### config.mk
export PLATFORM = sky130hd
export DESIGN_NAME = namuru_accum_irq_ctrl_flat
export DESIGN_NICKNAME = d
export VERILOG_FILES = /design/src/rtl/namuru_pkg.sv /design/src/rtl/namuru_accum_irq_ctrl_if.sv /design/src/rtl/namuru_dump_collector.sv /design/src/rtl/namuru_accum_irq_ctrl.sv /design/src/flat_wrapper.sv
export SDC_FILE = /design/constraint.sdc
export NUM_CORES = 1
export LEC_CHECK = 0
export ABC_AREA = 1
export BUFFER_PORTS_ARGS = -buffer_cell sky130_fd_sc_hd__buf_2
export CAP_MARGIN = 15
export CORE_MARGIN = 3
export CORE_UTILIZATION = 35
export DETAILED_ROUTE_END_ITERATION = 10
export GPL_TIMING_DRIVEN = 0
export PLACE_DENSITY = 0.63
export REMOVE_ABC_BUFFERS = 1
export SYNTH_ARGS = -nofsm -noshare
export SYNTH_HDL_FRONTEND = slang
export SYNTH_SLANG_ARGS = --single-unit
### constraint.sdc
create_clock -name clk -period 1.9 [get_ports clk]
set_input_delay 0.285 -clock clk [delete_from_list [all_inputs] [get_ports clk]]
set_output_delay 0.285 -clock clk [all_outputs]
set_load 0.02 [all_outputs]
### src/rtl/namuru_pkg.sv
// Shared definitions for the namuru tracking core: FSM state type and default
// channel-array dimensions.
package namuru_pkg;

  localparam int DEF_NUM_CHAN = 12;
  localparam int DEF_SEQ_W    = 8;

  typedef enum logic {
    IDLE    = 1'b0,
    PENDING = 1'b1
  } accum_irq_state_t;

endpackage

### src/rtl/namuru_accum_irq_ctrl_if.sv
// CPU-side register interface of the accumulation-interrupt controller:
// the CPU (master) drives mask/ack and reads the latched window status.
interface namuru_accum_irq_ctrl_if
  import namuru_pkg::*;
#(
  parameter int NUM_CHAN = DEF_NUM_CHAN,
  parameter int SEQ_W    = DEF_SEQ_W
) ();

  logic [NUM_CHAN-1:0] irq_mask;
  logic                ack;
  logic                irq;
  logic [NUM_CHAN-1:0] status;
  logic [NUM_CHAN-1:0] overrun;
  logic                tic_flag;
  logic                accum_missed;
  logic [SEQ_W-1:0]    seq;

  modport master (
    output irq_mask, ack,
    input  irq, status, overrun, tic_flag, accum_missed, seq
  );

  modport slave (
    input  irq_mask, ack,
    output irq, status, overrun, tic_flag, accum_missed, seq
  );

endinterface

### src/rtl/namuru_dump_collector.sv
// Collects per-channel dump pulses and TICs for the open window and presents
// the closing-window view (including same-cycle pulses) at each accum_enable.
module namuru_dump_collector
  import namuru_pkg::*;
#(
  parameter int NUM_CHAN = DEF_NUM_CHAN,
  parameter int SEQ_W    = DEF_SEQ_W
) (
  input  logic                clk,
  input  logic                rstn,
  input  logic                accum_i,
  input  logic                tic_i,
  input  logic [NUM_CHAN-1:0] dump_i,
  output logic [NUM_CHAN-1:0] win_o,
  output logic [NUM_CHAN-1:0] win_ovr_o,
  output logic                win_tic_o,
  output logic [SEQ_W-1:0]    seq_nxt_o
);

  logic [NUM_CHAN-1:0] pend_q, pend_d;
  logic [NUM_CHAN-1:0] ovr_q, ovr_d;
  logic                tic_q, tic_d;
  logic [SEQ_W-1:0]    cnt_q, cnt_d;

  // Same-cycle pulses belong to the window being closed.
  assign win_o     = pend_q | dump_i;
  assign win_ovr_o = ovr_q | (pend_q & dump_i);
  assign win_tic_o = tic_q | tic_i;
  assign seq_nxt_o = cnt_q + SEQ_W'(1);

  always_comb begin
    pend_d = win_o;
    ovr_d  = win_ovr_o;
    tic_d  = win_tic_o;
    cnt_d  = cnt_q;
    if (accum_i) begin
      pend_d = '0;
      ovr_d  = '0;
      tic_d  = 1'b0;
      cnt_d  = seq_nxt_o;
    end
  end

  always_ff @(posedge clk or negedge rstn) begin
    if (!rstn) begin
      pend_q <= '0;
      ovr_q  <= '0;
      tic_q  <= 1'b0;
      cnt_q  <= '0;
    end else begin
      pend_q <= pend_d;
      ovr_q  <= ovr_d;
      tic_q  <= tic_d;
      cnt_q  <= cnt_d;
    end
  end

endmodule

### src/rtl/namuru_accum_irq_ctrl.sv
// Accumulation-interrupt controller: snapshots collected dumps at each
// accum_enable, raises irq until the CPU acknowledges, flags missed windows.
module namuru_accum_irq_ctrl
  import namuru_pkg::*;
#(
  parameter int NUM_CHAN = DEF_NUM_CHAN,
  parameter int SEQ_W    = DEF_SEQ_W
) (
  input  logic                    clk,
  input  logic                    rstn,
  input  logic                    accum_enable,
  input  logic                    tic_enable,
  input  logic [NUM_CHAN-1:0]     dump,
  namuru_accum_irq_ctrl_if.slave  cpu
);

  logic [NUM_CHAN-1:0] win, win_ovr;
  logic                win_tic, win_irq;
  logic [SEQ_W-1:0]    seq_nxt;

  accum_irq_state_t    state_q;
  logic                irq_q, tic_flag_q, missed_q;
  logic [NUM_CHAN-1:0] status_q, overrun_q;
  logic [SEQ_W-1:0]    seq_q;

  namuru_dump_collector #(
    .NUM_CHAN (NUM_CHAN),
    .SEQ_W    (SEQ_W)
  ) u_collector (
    .clk       (clk),
    .rstn      (rstn),
    .accum_i   (accum_enable),
    .tic_i     (tic_enable),
    .dump_i    (dump),
    .win_o     (win),
    .win_ovr_o (win_ovr),
    .win_tic_o (win_tic),
    .seq_nxt_o (seq_nxt)
  );

  // Mask is only consulted at snapshot time, so a pending irq is never retracted.
  assign win_irq = ((win & cpu.irq_mask) != '0) || win_tic;

  always_ff @(posedge clk or negedge rstn) begin
    if (!rstn) begin
      state_q    <= IDLE;
      irq_q      <= 1'b0;
      status_q   <= '0;
      overrun_q  <= '0;
      tic_flag_q <= 1'b0;
      missed_q   <= 1'b0;
      seq_q      <= '0;
    end else begin
      if (accum_enable) seq_q <= seq_nxt;
      unique case (state_q)
        IDLE: begin
          if (accum_enable) begin
            status_q   <= win;
            overrun_q  <= win_ovr;
            tic_flag_q <= win_tic;
            state_q    <= win_irq ? PENDING : IDLE;
            irq_q      <= win_irq;
          end
        end
        PENDING: begin
          if (accum_enable && cpu.ack) begin
            status_q   <= win;
            overrun_q  <= win_ovr;
            tic_flag_q <= win_tic;
            missed_q   <= 1'b0;
            state_q    <= win_irq ? PENDING : IDLE;
            irq_q      <= win_irq;
          end else if (accum_enable) begin
            status_q   <= status_q | win;
            overrun_q  <= overrun_q | win_ovr;
            tic_flag_q <= tic_flag_q | win_tic;
            missed_q   <= 1'b1;
          end else if (cpu.ack) begin
            status_q   <= '0;
            overrun_q  <= '0;
            tic_flag_q <= 1'b0;
            missed_q   <= 1'b0;
            state_q    <= IDLE;
            irq_q      <= 1'b0;
          end
        end
        default: begin
          state_q <= IDLE;
          irq_q   <= 1'b0;
        end
      endcase
    end
  end

  assign cpu.irq          = irq_q;
  assign cpu.status       = status_q;
  assign cpu.overrun      = overrun_q;
  assign cpu.tic_flag     = tic_flag_q;
  assign cpu.accum_missed = missed_q;
  assign cpu.seq          = seq_q;

endmodule

### src/flat_wrapper.sv
// flat-port wrapper written by rule: the top's interface ports become plain ports
module namuru_accum_irq_ctrl_flat import namuru_pkg::*;
#(
  parameter int NUM_CHAN = DEF_NUM_CHAN,
  parameter int SEQ_W    = DEF_SEQ_W
)
  (clk, rstn, accum_enable, tic_enable, dump, cpu_irq_mask, cpu_ack, cpu_irq, cpu_status, cpu_overrun, cpu_tic_flag, cpu_accum_missed, cpu_seq);
  namuru_accum_irq_ctrl_if #(.NUM_CHAN(NUM_CHAN), .SEQ_W(SEQ_W)) cpu_i ();
  input  logic clk;
  input  logic rstn;
  input  logic accum_enable;
  input  logic tic_enable;
  input  logic [NUM_CHAN-1:0] dump;
  input wire logic [$bits(cpu_i.irq_mask)-1:0] cpu_irq_mask;
  input wire logic [$bits(cpu_i.ack)-1:0] cpu_ack;
  output wire logic [$bits(cpu_i.irq)-1:0] cpu_irq;
  output wire logic [$bits(cpu_i.status)-1:0] cpu_status;
  output wire logic [$bits(cpu_i.overrun)-1:0] cpu_overrun;
  output wire logic [$bits(cpu_i.tic_flag)-1:0] cpu_tic_flag;
  output wire logic [$bits(cpu_i.accum_missed)-1:0] cpu_accum_missed;
  output wire logic [$bits(cpu_i.seq)-1:0] cpu_seq;
  assign cpu_i.irq_mask = cpu_irq_mask;
  assign cpu_i.ack = cpu_ack;
  assign cpu_irq = cpu_i.irq;
  assign cpu_status = cpu_i.status;
  assign cpu_overrun = cpu_i.overrun;
  assign cpu_tic_flag = cpu_i.tic_flag;
  assign cpu_accum_missed = cpu_i.accum_missed;
  assign cpu_seq = cpu_i.seq;
  namuru_accum_irq_ctrl #(.NUM_CHAN(NUM_CHAN), .SEQ_W(SEQ_W)) u_core (.clk(clk), .rstn(rstn), .accum_enable(accum_enable), .tic_enable(tic_enable), .dump(dump), .cpu(cpu_i));
endmodule
==> run_results.csv, run 1 <==
group,metric,value,unit
grt,grt_pass1_vias,1706,
finish,fin_util,45.0,%
route,num_vias,1787,
sta,fmax,680,MHz
sta,finalHoldViolCount,6,
route,totalWireLength,5050,µm
setup_path,crit_chain,"buf_2 > inv_4 > o21ai_2 > inv_2 > nand2_1 > o21ai_0",
setup_path,critPathKind,"input pin to flip-flop",
clocking,clockRootBuffer,"clkbuf_8",
run_status,violations,"hold timing",
synth,synth_area_leaders,"dfrtp_1, nand2_1, nor2_1, o21ai_1, inv_1",
synth,synth_top_cell_area_share,64.3,%
sta,rsz0062_at_grt,"no",
finish,fin_area,2910,µm²
grt,grt_pass1_wl,8160,µm
clocking,cts_setup_buffers,0,
floorplanning,die_w,88.3,µm
finish,fin_nets,344,
floorplanning,start_util,36.7,%
power_and_ir_drop,p_leak,1.57,nW
synth,syn_area_per_cell,9.60,µm²
placement,gp_congestion,0.693,
route,drc,0,
placement,preCtsSetupSlack,33.5,ps
synth,ys_warn_count,0,
finish,drive_gt1_share,26.1,%
finish,fill_cells,685,
finish,area_delta_synth_final,22.6,%
synth,yosysSeqAreaShare,64.3,%
min_path,hold_class,"input pin to asynchronous set/reset pin",
route,ant_nets,0,
sta,tightest_slew,697,ps
placement,placed_area,2750,µm²
grt,grt_usage,14.0,%
setup_path,endpoint_kind,"flip-flop",
run_status,status,"complete, but fails checks",
floorplanning,rows,29,
sta,fin_worst_skew,6.81,ps
sta,fin_setup_tns,0,ps
setup_path,cp-start-kind,"input pin",
power_and_ir_drop,p_seq_share,49.2,%
route,dr.pass1.iters,4,
sta,fin_crit,1470,ps
clocking,clk_pin_slew,70,ps
sta,fin_ws,429,ps
synth,yosysTopAreaCell,"dfrtp_1",
setup_path,worst_path_max_delay_cell,"buf_2",
grt,grt_max_degree,36,
placement,io_buffer_count,63,
power_and_ir_drop,p_comb_share,21.4,%
run,cap_violations,0,
clocking,numClockSinks,61,
power_and_ir_drop,p_sw,1.05,mW
clocking,postCtsHoldBufs,0,
clocking,tritoncts,"yes",
clocking,clkLatencyLatePin,330,ps
sta,final-max-slew-violation-count,0,
clocking,htree_levels,3,
setup_path,crit_required,2100,ps
finish,final_common_cell,"buf_2",
placement,hpwlAfterDp,3470,µm
grt,grt-ovfl-total,0,
floorplanning,core,6460,µm²
setup_path,crit_path_max_incr_delay,510,ps
synth,synth_edf_count,0,
sta,timing.final.crit_share,77.4,%
grt,antenna_found_initial,0,
sta,setup_violations,0,
power_and_ir_drop,p_clk_share,29.4,%
power_and_ir_drop,p_int,2.22,mW
clocking,clockBufferDepth,2,
floorplanning,die_h,88.3,µm
synth,synthesis.area,2370,µm²
power_and_ir_drop,swShare,32.0,%
clocking,cts-buffers-inserted,9,
synth,ys_ff_latch,61,
sta,whs,-5.25,ps
synth,async_reset_ff_share,100,%
power_and_ir_drop,finalPower,3.27,mW
power_and_ir_drop,power_density,1120,nW/µm²
clocking,cts_resized,0,
power_and_ir_drop,ir_worst_vdd,569,µV
synth,synth_cells,247,
synth,synth-main-ff-cell,"dfrtp_1",
finish,n_antenna_cell,0,
setup_path,critPathArrivalTime,1670,ps
route,post_drt_wl_per_cell,12.8,µm
synth,synth_cell_types,23,
floorplanning,pin_count,64,
floorplanning,die-area,7800,µm²
route,via_per_inst,4.52,
sta,maxSlewHeadroom,53.6,%
setup_path,cp_max_fo,35,
route,drt_iter0_drc,99,
finish,final_cell_mix,"buf_2, dfrtp_1, nand2_1",
-- worst paths after layout --
kind                                         startpoint                          end  slack [ps]  depth (start not counted)
max                                        accum_enable         u_core.cpu.status[2]         430                          6
min                                                rstn       u_core.cpu.overrun[10]          -5                          1
max reg2reg                u_core.u_collector.pend_q[0]               u_core.cpu.irq         670                          8
min reg2reg                           u_core.cpu.seq[7]            u_core.cpu.seq[7]         470                          1
max in group asynchronous                          rstn      u_core.cpu.accum_missed        1280                          2
min in group clk                                dump[9]  u_core.u_collector.ovr_q[9]         210                          3
-- worst max-delay path: cells and delay by family --
family | cells | cell delay [ps]
buf+inv | 3 | 980
simple gates | 1 | 110
compound gates | 2 | 270
-- area by class of cell --
cell class	count	area [µm²]	area share (%)
sequential	61	1530	52.5
tap	77	96.3	3.31
timing repair buffer	64	335	11.5
multi-input combinational	152	692	23.8
clock buffer	13	149	5.12
clock inverter	2	10.0	0.344
inverter	26	100	3.44
-- flip-flops by register name, indices dropped and copies added (netlist names) --
register	cells
u_core.cpu.tic_flag	1
u_core.cpu.overrun	12
u_core.cpu.accum_missed	1
u_core.state_q	1
u_core.cpu.status	12
u_core.u_collector.tic_q	1
u_core.u_collector.ovr_q	12
u_core.cpu.seq	8
u_core.cpu.irq	1
u_core.u_collector.pend_q	12
-- power by group through the flow --
stage                     clock (mW)  sequential (mW)  combinational [mW]
after floorplan                    0             1.80               0.247
after global placement             0             1.63               0.694
after detailed placement           0             1.63               0.712
after CTS                      0.997             1.61               0.714
after global routing            1.07             1.64               0.788
final                          0.963             1.61               0.699
-- stage by stage --
| stage | std cells | hold slack (ps) |
|---|---|---|
| 2_1_floorplan | 239 | -10.6 |
| 3_3_place_gp | 379 | 460 |
| 3_5_place_dp | 380 | 366 |
| 4_1_cts | 395 | 0.899 |
| 5_1_grt | 395 | 26.2 |
| 6_report | 395 | -5.25 |
-- kinds of logic after synthesis --
| kind of cell | synth area share (%) |
|---|---|
| AOI/OAI and AO/OA | 8.60 |
| DFF | 64.3 |
| xor gates and xnor gates | 2.58 |
| and+or+nand+nor | 17.5 |
| buffers and inverters | 6.49 |
| adders and majority gates | 0.527 |
-- cell usage after synthesis (3+ instances only) --
cell,count
a21oi_1,12
clkbuf_1,3
dfrtp_1,61
inv_1,24
nand2_1,47
nand3_1,3
nor2_1,46
o21ai_0,8
o21ai_1,19
xor2_1,5
-- routing by layer --
| layer | GRT usage [%] | vias up | wire (µm) |
|---|---|---|---|
| met3 | 4.00 | 10 | 266 |
| met2 | 20.5 | 38 | 2310 |
| met4 | 7.83 | 0 | 116 |
| met5 | 0 | - | 0 |
| li1 | - | 900 | - |
| met1 | 18.7 | 839 | 2360 |
Power figures use the tool's default switching activity.
==> run 2: changes to the inputs <==
Clock period 1.9 ns to 1.4 ns, I/O delays scaled along.
==> run_results.csv, run 2 (synthesized netlist as in run 1, its figures left out) <==
group,metric,value,unit
sta,maxSlewHeadroom,53.6,%
route,dr.pass1.iters,4,
floorplanning,rows,29,
route,num_vias,1797,
setup_path,rr_endpoint,"u_core.cpu.irq",
clocking,clkLatencyLatePin,330,ps
route,post_drt_wl_per_cell,12.7,µm
placement,preCtsSetupSlack,-391,ps
sta,rsz0062_at_grt,"no",
clocking,tritoncts,"yes",
setup_path,crit_chain,"nor2_1 > nor2_1 > nor2_1 > nand2_1 > nor2_1 > nand2_1 > nand3_1 > nand2_1",
setup_path,reg2reg_depth,8,
setup_path,worst_path_max_delay_cell,"dfrtp_1",
route,ant_nets,0,
placement,io_buffer_count,63,
clocking,numClockSinks,61,
sta,final-max-slew-violation-count,0,
route,totalWireLength,5050,µm
setup_path,critPathArrivalTime,1440,ps
sta,fmax,820,MHz
clocking,htree_levels,3,
grt,grt-ovfl-total,0,
floorplanning,die_w,88.3,µm
finish,finalNonFillerCells,396,
finish,area_delta_synth_final,23.2,%
setup_path,cp_max_fo,3,
clocking,clockRootBuffer,"clkbuf_8",
min_path,hold_depth,3,
power_and_ir_drop,power_density,1520,nW/µm²
run,cap_violations,0,
floorplanning,pin_count,64,
sta,timing.final.crit_share,87.1,%
setup_path,r2r_start,"u_core.u_collector.pend_q[0]",
setup_path,r2r_slack,180,ps
setup_path,critPathKind,"flip-flop to flip-flop",
sta,setup_violations,0,
placement,gp_congestion,0.693,
floorplanning,core,6460,µm²
clocking,cts-buffers-inserted,9,
floorplanning,start_util,36.7,%
placement,dp_cells,380,
clocking,clockBufferDepth,2,
setup_path,crit_path_max_incr_delay,380,ps
finish,drive_gt1_share,26.0,%
finish,final_common_cell,"buf_2",
finish,fin_util,45.2,%
grt,grt_max_degree,36,
placement,hpwlAfterDp,3470,µm
sta,tightest_slew,696,ps
sta,fin_crit,1220,ps
min_path,hold_class,"input pin to flip-flop",
setup_path,crit_required,1620,ps
placement,placed_area,2750,µm²
power_and_ir_drop,p_leak,1.57,nW
sta,fin_ws,181,ps
route,via_per_inst,4.54,
sta,finalHoldViolCount,0,
min_path,hp-start,"dump[9]",
floorplanning,die_h,88.3,µm
route,drc,0,
run_status,status,"finished clean",
grt,grt_usage,14.0,%
clocking,clk_pin_slew,70,ps
finish,fin_nets,345,
route,drt_iter0_drc,99,
setup_path,cp-start-kind,"flip-flop",
finish,fin_area,2920,µm²
finish,final_cell_mix,"buf_2, dfrtp_1, nand2_1",
power_and_ir_drop,ir_worst_vdd,774,µV
min_path,hold_end,"u_core.u_collector.ovr_q[9]",
power_and_ir_drop,finalPower,4.44,mW
floorplanning,die-area,7800,µm²
grt,antenna_found_initial,0,
grt,grt_pass1_wl,8180,µm
setup_path,cpMostUsedCell,"nor2_1",
grt,grt_pass1_vias,1706,
setup_path,endpoint_kind,"flip-flop",
finish,fill_cells,683,
finish,n_antenna_cell,0,
sta,fin_worst_skew,6.72,ps
[run 2: worst max path at each step]
stage                     depth (start not counted)                          from  slack, ps                    end
after floorplan                                   4             u_core.cpu.seq[0]        240      u_core.cpu.seq[6]
after global routing                              5                u_core.state_q         20  u_core.cpu.overrun[0]
final                                             8  u_core.u_collector.pend_q[0]        180         u_core.cpu.irq
after global placement                            6                  accum_enable       -360   u_core.cpu.status[2]
after CTS                                         5                u_core.state_q        140  u_core.cpu.status[10]
after detailed placement                          6                  accum_enable       -390   u_core.cpu.status[2]
[run 2: cell type report]
class                           count  area [µm²]  area share [%]
Multi-Input combinational cell    152         692            23.7
Sequential cell                    61        1530            52.2
Clock inverter                      2        10.0           0.343
Clock buffer                       13         149            5.10
Tap cell                           77        96.3            3.30
Timing Repair Buffer               65         348            11.9
Inverter                           26         100            3.43
[run 2: layer usage]
layer	part of all wire (%)	GRT usage, %
met4	2.3	7.83
met5	0	0
met2	46	20.5
met3	5.3	4.00
met1	47	18.7
[run 2: where the power goes]
| group | internal (mW) | total, mW | switching, mW |
|---|---|---|---|
| Sequential | 2.01 | 2.18 | 0.176 |
| Combinational | 0.336 | 0.952 | 0.616 |
| Clock | 0.677 | 1.31 | 0.629 |
[run 2: metrics by stage]
| stage | hold slack [ps] | setup TNS [ps] |
|---|---|---|
| after CTS | 130 | 0 |
| after floorplan | -85.6 | 0 |
| after detailed placement | 291 | -9780 |
| final | 135 | 0 |
| after global placement | 460 | -12170 |
| after global routing | 141 | 0 |
[run 2: worst max-delay path: cells and delay by family (launching register included)]
family | cells | cell delay [ps]
flip-flops | 1 | 380
AND/OR/NAND/NOR | 8 | 740
[run 2: what timing repair did]
item	in CTS	in global routing
endpoints found under the setup margin	24	0
gates resized for setup	1	0
hold endpoints to repair	28	0
setup buffers	0	0
hold buffers	1	0
==> run 3: changes to the inputs <==
Settings changed: BUFFER_PORTS_ARGS -buffer_cell sky130_fd_sc_hd__buf_2 to not set, DONT_BUFFER_PORTS set to 1, PLACE_DENSITY 0.63 to 0.55.
Clock period 1.4 ns to 1.31 ns, I/O delays scaled along.
==> run_results.csv, run 3 (synthesized netlist as in run 1, its figures left out) <==
group,metric,value,unit
run_status,status,"complete, but fails checks",
run_status,violations,"hold timing",
sta,rsz0062_at_grt,"yes",
route,route.top_layer_used,"met4",
setup_path,crit_required,1540,ps
clocking,tritoncts,"yes",
sta,fin_crit,1210,ps
placement,hpwlAfterDp,3150,µm
clocking,clk_pin_slew,70,ps
placement,gp_congestion,0.716,
placement,preCtsSetupSlack,48.4,ps
finish,area_delta_synth_final,12.9,%
finish,fin_nets,284,
sta,fin_setup_tns,0,ps
setup_path,cp-start-kind,"flip-flop",
min_path,hold_class,"input pin to asynchronous set/reset pin",
setup_path,cp_max_fo,2,
setup_path,critPathArrivalTime,1440,ps
clocking,clockBufferDepth,2,
sta,final-max-slew-violation-count,0,
floorplanning,rows,29,
setup_path,critPathKind,"flip-flop to flip-flop",
finish,final_cell_mix,"dfrtp_1, nand2_1, nor2_1",
grt,grt_max_degree,62,
route,dr.pass1.iters,4,
clocking,clockRootBuffer,"clkbuf_8",
power_and_ir_drop,ir_worst_vdd,1250,µV
power_and_ir_drop,finalPower,4.73,mW
sta,finalHoldViolCount,61,
clocking,numClockSinks,61,
placement,placed_area,2410,µm²
setup_path,r2r_slack,100,ps
grt,antenna_found_initial,0,
power_and_ir_drop,power_density,1770,nW/µm²
sta,maxSlewHeadroom,79.5,%
floorplanning,die_w,88.3,µm
finish,drive_gt1_share,12.4,%
finish,fin_area,2680,µm²
placement,io_buffer_count,0,
route,wl_met2,2340,µm
route,dr_wl_met3,296,µm
setup_path,r2r_start,"u_core.u_collector.pend_q[11]",
floorplanning,start_util,36.7,%
floorplanning,die-area,7800,µm²
route,drt_iter0_drc,43,
route,num_vias,1594,
sta,tightest_slew,307,ps
grt,grt_pass1_vias,1679,
setup_path,endpoint_kind,"flip-flop",
setup_path,reg2reg_depth,8,
route,drc,0,
run,cap_violations,0,
sta,timing.final.crit_share,92.4,%
route,post_drt_wl_per_cell,15.2,µm
power_and_ir_drop,p_leak,1.34,nW
clocking,postCtsHoldBufs,1,
grt,grt_usage,14.5,%
route,drt-met1-wl,2330,µm
floorplanning,die_h,88.3,µm
clocking,htree_levels,3,
clocking,cts-buffers-inserted,9,
grt,grt-ovfl-total,0,
route,ant_nets,0,
sta,whs,-439,ps
sta,fmax,827,MHz
finish,fin_util,41.5,%
clocking,clkLatencyLatePin,330,ps
floorplanning,core,6460,µm²
route,totalWireLength,5120,µm
grt,grt_pass1_wl,8310,µm
finish,finalNonFillerCells,336,
floorplanning,pin_count,64,
finish,n_antenna_cell,0,
sta,fin_worst_skew,10.8,ps
route,via_per_inst,4.74,
finish,final_common_cell,"dfrtp_1",
sta,fin_ws,100,ps
setup_path,rr_endpoint,"u_core.cpu.irq",
placement,dp_cells,316,
sta,setup_violations,0,
==> run 3: layer usage <==
layer | GRT usage (%) | vias up
met2 | 22.6 | 41
met3 | 5.49 | 10
met4 | 8.24 | 0
li1 | - | 784
met5 | 0 | -
met1 | 17.3 | 759
==> run 3: cell type report <==
cell class,count,area (µm²)
Clock buffer,12,145
Inverter,26,103
Timing Repair Buffer,4,42.5
Multi-Input combinational cell,152,714
Clock inverter,4,47.5
Sequential cell,61,1530
Fill cell,663,3780
Tap cell,77,96.3
==> run 3: worst max-delay path, stage by stage, from the launching register on <==
cell and delay [ps]:
dfrtp_1 400, nor2_4 120, nor2_1 40, nor2_1 160, nand2_1 80, nor2_1 120, nand2_1 70, nand3_1 70
nand2_1 50
==> run 3: power breakdown <==
group	switching [mW]	total, mW	internal [mW]	leakage (nW)
Sequential	0.493	2.64	2.15	0.759
Clock	0.702	1.63	0.925	0.0964
Combinational	0.264	0.463	0.199	0.480
==> run 3: repair_timing <==
item,4_1_cts,5_1_grt
setup buffers,0,3
gates resized for setup,0,11
endpoints found under the setup margin,0,27
endpoints found under the hold margin,90,61
==> run 3: how the worst max path moves through the flow <==
stage / start / endpoint / slack, ps / depth (start not counted)
2_1_floorplan: u_core.cpu.seq[0] / u_core.cpu.seq[6] / 150 / 4
3_3_place_gp: u_core.u_collector.pend_q[2] / u_core.cpu.irq / 60 / 8
3_5_place_dp: u_core.u_collector.pend_q[2] / u_core.cpu.irq / 50 / 8
4_1_cts: u_core.u_collector.pend_q[2] / u_core.cpu.irq / 40 / 8
5_1_grt: u_core.u_collector.pend_q[11] / u_core.cpu.irq / -10 / 8
6_report: u_core.u_collector.pend_q[11] / u_core.cpu.irq / 100 / 8
